==> config.mk <==
export PLATFORM = sky130hd
export DESIGN_NAME = alu_req_driver_flat
export DESIGN_NICKNAME = d
export VERILOG_FILES = /design/src/rtl/alu_req_driver_if.sv /design/src/rtl/alu_req_driver.sv /design/src/flat_wrapper.sv
export SDC_FILE = /design/constraint.sdc
export NUM_CORES = 1
export LEC_CHECK = 0
export CAP_MARGIN = 20
export CORE_ASPECT_RATIO = 0.8
export CORE_MARGIN = 2
export CORE_UTILIZATION = 46
export DETAILED_ROUTE_END_ITERATION = 16
export HOLD_SLACK_MARGIN = 0.02
export PLACE_DENSITY = 0.9
export SYNTH_ARGS = -nofsm -noshare
export SYNTH_HDL_FRONTEND = slang
export SYNTH_SLANG_ARGS = --single-unit
==> constraint.sdc <==
create_clock -name CLK -period 3.05 [get_ports CLK]
set_input_delay 0.4575 -clock CLK [delete_from_list [all_inputs] [get_ports CLK]]
set_output_delay 0.4575 -clock CLK [all_outputs]
set_load 0.02 [all_outputs]
==> src/rtl/alu_req_driver_if.sv <==
// Host request/response and ALU operand/result bundle for alu_req_driver.
// master: the driver; slave: the host plus ALU side it talks to.
interface alu_req_driver_if #(
  parameter int DW = 8,
  parameter int CW = 4
);
  logic          REQ_VALID;
  logic          REQ_READY;
  logic [DW-1:0] REQ_OPA;
  logic [DW-1:0] REQ_OPB;
  logic [CW-1:0] REQ_CMD;
  logic          REQ_MODE;
  logic          REQ_CIN;
  logic [1:0]    REQ_SPLIT;
  logic [4:0]    REQ_GAP;

  logic [DW-1:0] ALU_OPA;
  logic [DW-1:0] ALU_OPB;
  logic [CW-1:0] ALU_CMD;
  logic          ALU_MODE;
  logic          ALU_CIN;
  logic          ALU_CE;
  logic [1:0]    ALU_INP_VALID;
  logic [DW+1:0] ALU_RES;
  logic          ALU_COUT;
  logic          ALU_OFLOW;
  logic          ALU_G;
  logic          ALU_E;
  logic          ALU_L;
  logic          ALU_ERR;

  logic          RSP_VALID;
  logic          RSP_READY;
  logic [DW+1:0] RSP_RES;
  logic [5:0]    RSP_FLAGS;
  logic          RSP_LATE;

  modport master (
    input  REQ_VALID, REQ_OPA, REQ_OPB, REQ_CMD,
    input  REQ_MODE, REQ_CIN, REQ_SPLIT, REQ_GAP,
    output REQ_READY,
    output ALU_OPA, ALU_OPB, ALU_CMD, ALU_MODE,
    output ALU_CIN, ALU_CE, ALU_INP_VALID,
    input  ALU_RES, ALU_COUT, ALU_OFLOW,
    input  ALU_G, ALU_E, ALU_L, ALU_ERR,
    output RSP_VALID, RSP_RES, RSP_FLAGS, RSP_LATE,
    input  RSP_READY
  );

  modport slave (
    output REQ_VALID, REQ_OPA, REQ_OPB, REQ_CMD,
    output REQ_MODE, REQ_CIN, REQ_SPLIT, REQ_GAP,
    input  REQ_READY,
    input  ALU_OPA, ALU_OPB, ALU_CMD, ALU_MODE,
    input  ALU_CIN, ALU_CE, ALU_INP_VALID,
    output ALU_RES, ALU_COUT, ALU_OFLOW,
    output ALU_G, ALU_E, ALU_L, ALU_ERR,
    input  RSP_VALID, RSP_RES, RSP_FLAGS, RSP_LATE,
    output RSP_READY
  );
endinterface

==> src/rtl/alu_req_driver.sv <==
// ALU initiator: issues one operation (whole or split with idle gap),
// waits the fixed result latency and hands the result back to the host.
module alu_req_driver #(
  parameter int DW      = 8,
  parameter int CW      = 4,
  parameter int LAT     = 2,
  parameter int MUL_LAT = 3
) (
  input logic         CLK,
  input logic         RST,
  alu_req_driver_if.master bus
);

  typedef enum logic [2:0] {
    IDLE, ISSUE1, GAP, ISSUE2, WAIT, RESP
  } state_t;

  state_t state, state_nxt;
  logic [4:0] cnt, cnt_nxt;

  logic [DW-1:0] r_opa, r_opb;
  logic [CW-1:0] r_cmd;
  logic          r_mode, r_cin;
  logic [1:0]    r_split;
  logic [4:0]    r_gap;
  logic [DW+1:0] r_res;
  logic [5:0]    r_flags;

  logic       accept, capture, split, two_stage;
  logic [4:0] wait_n;
  logic [1:0] iv;

  assign split = (r_split == 2'b01) || (r_split == 2'b10);
  assign two_stage = r_mode &&
    (r_cmd == CW'(9) || r_cmd == CW'(10));
  assign wait_n = two_stage ? 5'(MUL_LAT) : 5'(LAT);
  assign accept = (state == IDLE) && bus.REQ_VALID;

  always_ff @(posedge CLK) begin
    if (RST) begin
      state <= IDLE;
      cnt   <= '0;
    end else begin
      state <= state_nxt;
      cnt   <= cnt_nxt;
    end
  end

  always_comb begin
    state_nxt = state;
    cnt_nxt   = cnt;
    capture   = 1'b0;
    unique case (state)
      IDLE: begin
        if (bus.REQ_VALID) state_nxt = ISSUE1;
      end
      ISSUE1: begin
        if (!split) begin
          state_nxt = WAIT;
          cnt_nxt   = wait_n;
        end else if (r_gap != 5'd0) begin
          state_nxt = GAP;
          cnt_nxt   = r_gap;
        end else begin
          state_nxt = ISSUE2;
        end
      end
      GAP: begin
        if (cnt == 5'd1) state_nxt = ISSUE2;
        else cnt_nxt = cnt - 5'd1;
      end
      ISSUE2: begin
        state_nxt = WAIT;
        cnt_nxt   = wait_n;
      end
      WAIT: begin
        if (cnt == 5'd1) begin
          capture   = 1'b1;
          state_nxt = RESP;
        end else begin
          cnt_nxt = cnt - 5'd1;
        end
      end
      RESP: begin
        if (bus.RSP_READY) state_nxt = IDLE;
      end
      default: state_nxt = IDLE;
    endcase
  end

  always_ff @(posedge CLK) begin
    if (RST) begin
      r_opa   <= '0;
      r_opb   <= '0;
      r_cmd   <= '0;
      r_mode  <= 1'b0;
      r_cin   <= 1'b0;
      r_split <= '0;
      r_gap   <= '0;
      r_res   <= '0;
      r_flags <= '0;
    end else begin
      if (accept) begin
        r_opa   <= bus.REQ_OPA;
        r_opb   <= bus.REQ_OPB;
        r_cmd   <= bus.REQ_CMD;
        r_mode  <= bus.REQ_MODE;
        r_cin   <= bus.REQ_CIN;
        r_split <= bus.REQ_SPLIT;
        r_gap   <= bus.REQ_GAP;
      end
      if (capture) begin
        r_res   <= bus.ALU_RES;
        r_flags <= {bus.ALU_COUT, bus.ALU_OFLOW,
                    bus.ALU_G, bus.ALU_E,
                    bus.ALU_L, bus.ALU_ERR};
      end
    end
  end

  // Second half is the complement of the first: 01 -> 10, 10 -> 01.
  always_comb begin
    iv = 2'b00;
    unique case (1'b1)
      (state == ISSUE1): iv = split ? r_split : 2'b11;
      (state == ISSUE2): iv = ~r_split;
      default:           iv = 2'b00;
    endcase
  end

  assign bus.REQ_READY     = (state == IDLE) && !RST;
  assign bus.ALU_OPA       = r_opa;
  assign bus.ALU_OPB       = r_opb;
  assign bus.ALU_CMD       = r_cmd;
  assign bus.ALU_MODE      = r_mode;
  assign bus.ALU_CIN       = r_cin;
  assign bus.ALU_CE        = (state == ISSUE1) ||
                             (state == GAP) ||
                             (state == ISSUE2) ||
                             (state == WAIT);
  assign bus.ALU_INP_VALID = iv;
  assign bus.RSP_VALID     = (state == RESP);
  assign bus.RSP_RES       = r_res;
  assign bus.RSP_FLAGS     = r_flags;
  assign bus.RSP_LATE      = split && r_gap[4];

endmodule

==> src/flat_wrapper.sv <==
// flat-port wrapper written by rule: the top's interface ports become plain ports
module alu_req_driver_flat 
#(
  parameter int DW      = 8,
  parameter int CW      = 4,
  parameter int LAT     = 2,
  parameter int MUL_LAT = 3
)
  (CLK, RST, bus_REQ_VALID, bus_REQ_OPA, bus_REQ_OPB, bus_REQ_CMD, bus_REQ_MODE, bus_REQ_CIN, bus_REQ_SPLIT, bus_REQ_GAP, bus_REQ_READY, bus_ALU_OPA, bus_ALU_OPB, bus_ALU_CMD, bus_ALU_MODE, bus_ALU_CIN, bus_ALU_CE, bus_ALU_INP_VALID, bus_ALU_RES, bus_ALU_COUT, bus_ALU_OFLOW, bus_ALU_G, bus_ALU_E, bus_ALU_L, bus_ALU_ERR, bus_RSP_VALID, bus_RSP_RES, bus_RSP_FLAGS, bus_RSP_LATE, bus_RSP_READY);
  alu_req_driver_if #(.DW(DW), .CW(CW)) bus_i ();
  input logic CLK;
  input logic RST;
  input wire logic [$bits(bus_i.REQ_VALID)-1:0] bus_REQ_VALID;
  input wire logic [$bits(bus_i.REQ_OPA)-1:0] bus_REQ_OPA;
  input wire logic [$bits(bus_i.REQ_OPB)-1:0] bus_REQ_OPB;
  input wire logic [$bits(bus_i.REQ_CMD)-1:0] bus_REQ_CMD;
  input wire logic [$bits(bus_i.REQ_MODE)-1:0] bus_REQ_MODE;
  input wire logic [$bits(bus_i.REQ_CIN)-1:0] bus_REQ_CIN;
  input wire logic [$bits(bus_i.REQ_SPLIT)-1:0] bus_REQ_SPLIT;
  input wire logic [$bits(bus_i.REQ_GAP)-1:0] bus_REQ_GAP;
  output wire logic [$bits(bus_i.REQ_READY)-1:0] bus_REQ_READY;
  output wire logic [$bits(bus_i.ALU_OPA)-1:0] bus_ALU_OPA;
  output wire logic [$bits(bus_i.ALU_OPB)-1:0] bus_ALU_OPB;
  output wire logic [$bits(bus_i.ALU_CMD)-1:0] bus_ALU_CMD;
  output wire logic [$bits(bus_i.ALU_MODE)-1:0] bus_ALU_MODE;
  output wire logic [$bits(bus_i.ALU_CIN)-1:0] bus_ALU_CIN;
  output wire logic [$bits(bus_i.ALU_CE)-1:0] bus_ALU_CE;
  output wire logic [$bits(bus_i.ALU_INP_VALID)-1:0] bus_ALU_INP_VALID;
  input wire logic [$bits(bus_i.ALU_RES)-1:0] bus_ALU_RES;
  input wire logic [$bits(bus_i.ALU_COUT)-1:0] bus_ALU_COUT;
  input wire logic [$bits(bus_i.ALU_OFLOW)-1:0] bus_ALU_OFLOW;
  input wire logic [$bits(bus_i.ALU_G)-1:0] bus_ALU_G;
  input wire logic [$bits(bus_i.ALU_E)-1:0] bus_ALU_E;
  input wire logic [$bits(bus_i.ALU_L)-1:0] bus_ALU_L;
  input wire logic [$bits(bus_i.ALU_ERR)-1:0] bus_ALU_ERR;
  output wire logic [$bits(bus_i.RSP_VALID)-1:0] bus_RSP_VALID;
  output wire logic [$bits(bus_i.RSP_RES)-1:0] bus_RSP_RES;
  output wire logic [$bits(bus_i.RSP_FLAGS)-1:0] bus_RSP_FLAGS;
  output wire logic [$bits(bus_i.RSP_LATE)-1:0] bus_RSP_LATE;
  input wire logic [$bits(bus_i.RSP_READY)-1:0] bus_RSP_READY;
  assign bus_i.REQ_VALID = bus_REQ_VALID;
  assign bus_i.REQ_OPA = bus_REQ_OPA;
  assign bus_i.REQ_OPB = bus_REQ_OPB;
  assign bus_i.REQ_CMD = bus_REQ_CMD;
  assign bus_i.REQ_MODE = bus_REQ_MODE;
  assign bus_i.REQ_CIN = bus_REQ_CIN;
  assign bus_i.REQ_SPLIT = bus_REQ_SPLIT;
  assign bus_i.REQ_GAP = bus_REQ_GAP;
  assign bus_REQ_READY = bus_i.REQ_READY;
  assign bus_ALU_OPA = bus_i.ALU_OPA;
  assign bus_ALU_OPB = bus_i.ALU_OPB;
  assign bus_ALU_CMD = bus_i.ALU_CMD;
  assign bus_ALU_MODE = bus_i.ALU_MODE;
  assign bus_ALU_CIN = bus_i.ALU_CIN;
  assign bus_ALU_CE = bus_i.ALU_CE;
  assign bus_ALU_INP_VALID = bus_i.ALU_INP_VALID;
  assign bus_i.ALU_RES = bus_ALU_RES;
  assign bus_i.ALU_COUT = bus_ALU_COUT;
  assign bus_i.ALU_OFLOW = bus_ALU_OFLOW;
  assign bus_i.ALU_G = bus_ALU_G;
  assign bus_i.ALU_E = bus_ALU_E;
  assign bus_i.ALU_L = bus_ALU_L;
  assign bus_i.ALU_ERR = bus_ALU_ERR;
  assign bus_RSP_VALID = bus_i.RSP_VALID;
  assign bus_RSP_RES = bus_i.RSP_RES;
  assign bus_RSP_FLAGS = bus_i.RSP_FLAGS;
  assign bus_RSP_LATE = bus_i.RSP_LATE;
  assign bus_i.RSP_READY = bus_RSP_READY;
  alu_req_driver #(.DW(DW), .CW(CW), .LAT(LAT), .MUL_LAT(MUL_LAT)) u_core (.CLK(CLK), .RST(RST), .bus(bus_i));
endmodule
==> impl_results.md <==
* Outcome: completed
* Post-CTS resize count at 0
* Average wire per standard cell at 13.2 µm
* Initial antenna violation count at 0
* Vias per cell at 5.21
* Synth unique cells at 41
* Post-synthesis sequential area ratio at 0.465
* Die height at 67.0 µm
* Area share of the largest cell type after synthesis at 0.465
* Largest net degree at the start of global routing at 53
* Buffers & Inverters on Critical Path at 1
* Max-Cap Viols at 0
* # hold bufs at CTS at 0
* Setup ws final at 470 ps
* Pre-CTS setup slack at 830 ps
* Seq pwr share at 0.457
* Async SR Flop Fraction at 0
* CTS Root Cell: clkbuf_8
* Sw Pwr at 589 µW
* Met2 WL at 2770 µm
* Post-CTS Setup Repair Bufs at 0
* Dpl hpwl at 4010 µm
* Post-synth top cells: nand2_1 (93), dfxtp_1 (53), a21oi_1 (51)
* Hold Vio Cnt, Final at 0
* Drt total wl at 5600 µm
* Comb power frac at 0.324
* #FFs+latches synth at 53
* Switch share at 0.325
* Met3 WL at 467 µm
* Final worst-path cycle share at 0.846
* Max Fclk at 0.388 GHz
* Pint at 1.22 mW
* Syn Area/Cell at 8.09 µm²
* Leak Pwr at 1.15 nW
* Setup crit end kind: output pin
* Unrepaired setup endpoints after global routing: no
* Critical path's largest stage delay at 650 ps
* Fraction of layout cells with a size suffix above 1 at 0.0575
* Setup-failing EPs final at 0
* Largest delay share family, worst path: buffers and inverters
* Synthesis Warnings at 0
* Worst-path clk slew at 90 ps
* CP Class: flop to output pin
* Number of flops mapped to enable cells by yosys at 0
* Startpoint Class: flop
* Fin. max-slew vios at 0
* Crit path max fanout at 10
* DRT iter0 DRCs at 107
* Critical path arrival at 2120 ps
* I/O Buffers at 92
* CTS sink cnt at 53
* Die area at 5540 µm²
* Num ports at 93
* Residual DRC count at 0
* CTS tree: yes
* Main synth FF type: dfxtp_1
* Top post-synthesis cells by area: dfxtp_1 (47%), nand2_1 (15%), a21oi_1 (11%)
* Worst-Skew Late Latency at 300 ps
* H-tree depth at 2
* Final TNS setup at 0 ps
* Layout Nets at 418
* Maximum VDD drop at 383 µV
* Starting Density at 0.487
* Slew Limit Headroom at 0.569
* CP required at 2590 ps
* Mapped Area at 2280 µm²
* Synth-to-Final Area Change at 43.1%
* GPL Wtd Cong at 0.830
* Cells along the critical path: or2b_2, a211oi_1, clkdlybuf4s50_1
* Final min period at 2580 ps
* Slew at the pin closest to its max-slew limit at 641 ps
* Max Used Layer: met4
* Cells after Synth at 282
* M1 wire length at 2320 µm
* Mapped Nets at 335
* Most frequent cell after synthesis: nand2_1
* Die W at 82.7 µm
* Vias in the first global route at 2,000
* Grt ovf at 0
* TritonCTS Buffers at 5
* Row count at 22
* ANT nets after route at 0
* Synth area leader: dfxtp_1
* N_diodes at 0
* TritonRoute pass-1 iters at 4
* Worst min path class: flop to flop
* Clock Skew at 7.69 ps
* Vias at 2,213
* Core area at 4680 µm²
* First-pass GRT wire length at 8930 µm
* Total GRT Usage at 0.209
* Clk pwr share at 0.219
* PwrDens at 556 nW/µm²
* CTS Buffer Depth at 2
* CP max-delay cell: clkdlybuf4s50_1
-- cells by family after synthesis --
logic type               after synthesis  synth area share
AO/OA/AOI/OAI                         69             0.186
XOR/XNOR                               5            0.0192
adder cells (fa/ha/maj)                4            0.0219
buffers and inverters                 28            0.0686
flip-flops                            53             0.465
AND/OR/NAND/NOR                      123             0.239
-- per-stage QoR --
step                utilization  total power, mW  instance area [µm²]  std cells  hold WS (ps)
floorplan                     -             1.21                 2280        282           449
global placement          0.679             1.41                 3180        418           441
detailed placement        0.679             1.43                 3180        418           446
CTS                       0.697             1.82                 3260        425           458
global route              0.697             1.92                 3260        425           477
finish                    0.697             1.81                 3260        425           456
-- cells in the final DEF (no fill, tap or decap), drive strengths merged, types with 2 or more instances in the layout --
cell,n
nand2,93
clkdlybuf4s50,91
dfxtp,53
a21oi,51
inv,9
nor3,9
clkbuf,7
nor2b,4
ha,4
buf,4
nor2,3
xor2,3
a22oi,3
a211oi,3
nor4,2
xnor2,2
nand3,2
o31ai,2
nor3b,2
or3,2
a311oi,2
-- power by group through the flow --
stage	Sequential, mW	Clock (mW)	Combinational [mW]
2_1_floorplan	0.860	0	0.347
3_3_place_gp	0.838	0	0.573
3_5_place_dp	0.842	0	0.583
4_1_cts	0.827	0.401	0.590
5_1_grt	0.839	0.431	0.646
6_report	0.829	0.397	0.587
-- path summary, 6_finish.rpt --
path              cells past startpoint                                 start  slack [ps]                                   end
setup / recovery                      3          u_core.state[0]$_SDFFE_PP0P_         470                  bus_ALU_INP_VALID[1]
hold / removal                        2  u_core.bus.RSP_FLAGS[1]$_SDFFE_PP0P_         460  u_core.bus.RSP_FLAGS[1]$_SDFFE_PP0P_
setup reg to reg                      6        u_core.r_split[0]$_SDFFE_PP0P_         990            u_core.cnt[0]$_SDFFE_PP0P_
hold reg to reg                       2  u_core.bus.RSP_FLAGS[1]$_SDFFE_PP0P_         460  u_core.bus.RSP_FLAGS[1]$_SDFFE_PP0P_
-- area by class of cell --
type / count / area [µm²]
Inverter: 9 / 33.8
Multi-Input combinational cell: 201 / 1070
Tap cell: 60 / 75.1
Sequential cell: 53 / 1060
Timing Repair Buffer: 95 / 938
Fill cell: 398 / 1420
Clock buffer: 7 / 86.3
-- state kept, by name (all words and copies together) (netlist names) --
register / cells
u_core.r_split: 2
u_core.cnt: 5
u_core.r_gap: 5
u_core.bus.ALU_OPA: 8
u_core.bus.RSP_FLAGS: 6
u_core.bus.ALU_OPB: 8
u_core.bus.ALU_CMD: 4
u_core.bus.ALU_CIN: 1
u_core.state: 3
u_core.bus.RSP_RES: 10
u_core.bus.ALU_MODE: 1
-- worst register-to-register path: cells and delay by family, from the launching register on --
family | cells | cell delay [ps]
AND/OR/NAND/NOR | 2 | 670
AO/OA/AOI/OAI | 2 | 470
flip-flops | 1 | 400
adder cells (fa/ha/maj) | 1 | 390
buffers and inverters | 1 | 60
-- metal layers --
layer,global-route usage,vias to the layer above
met1,0.260,1030
met2,0.345,71
met5,0,-
li1,-,1106
met3,0.0745,6
met4,0.0492,0
(Power assumes the default switching activity.)
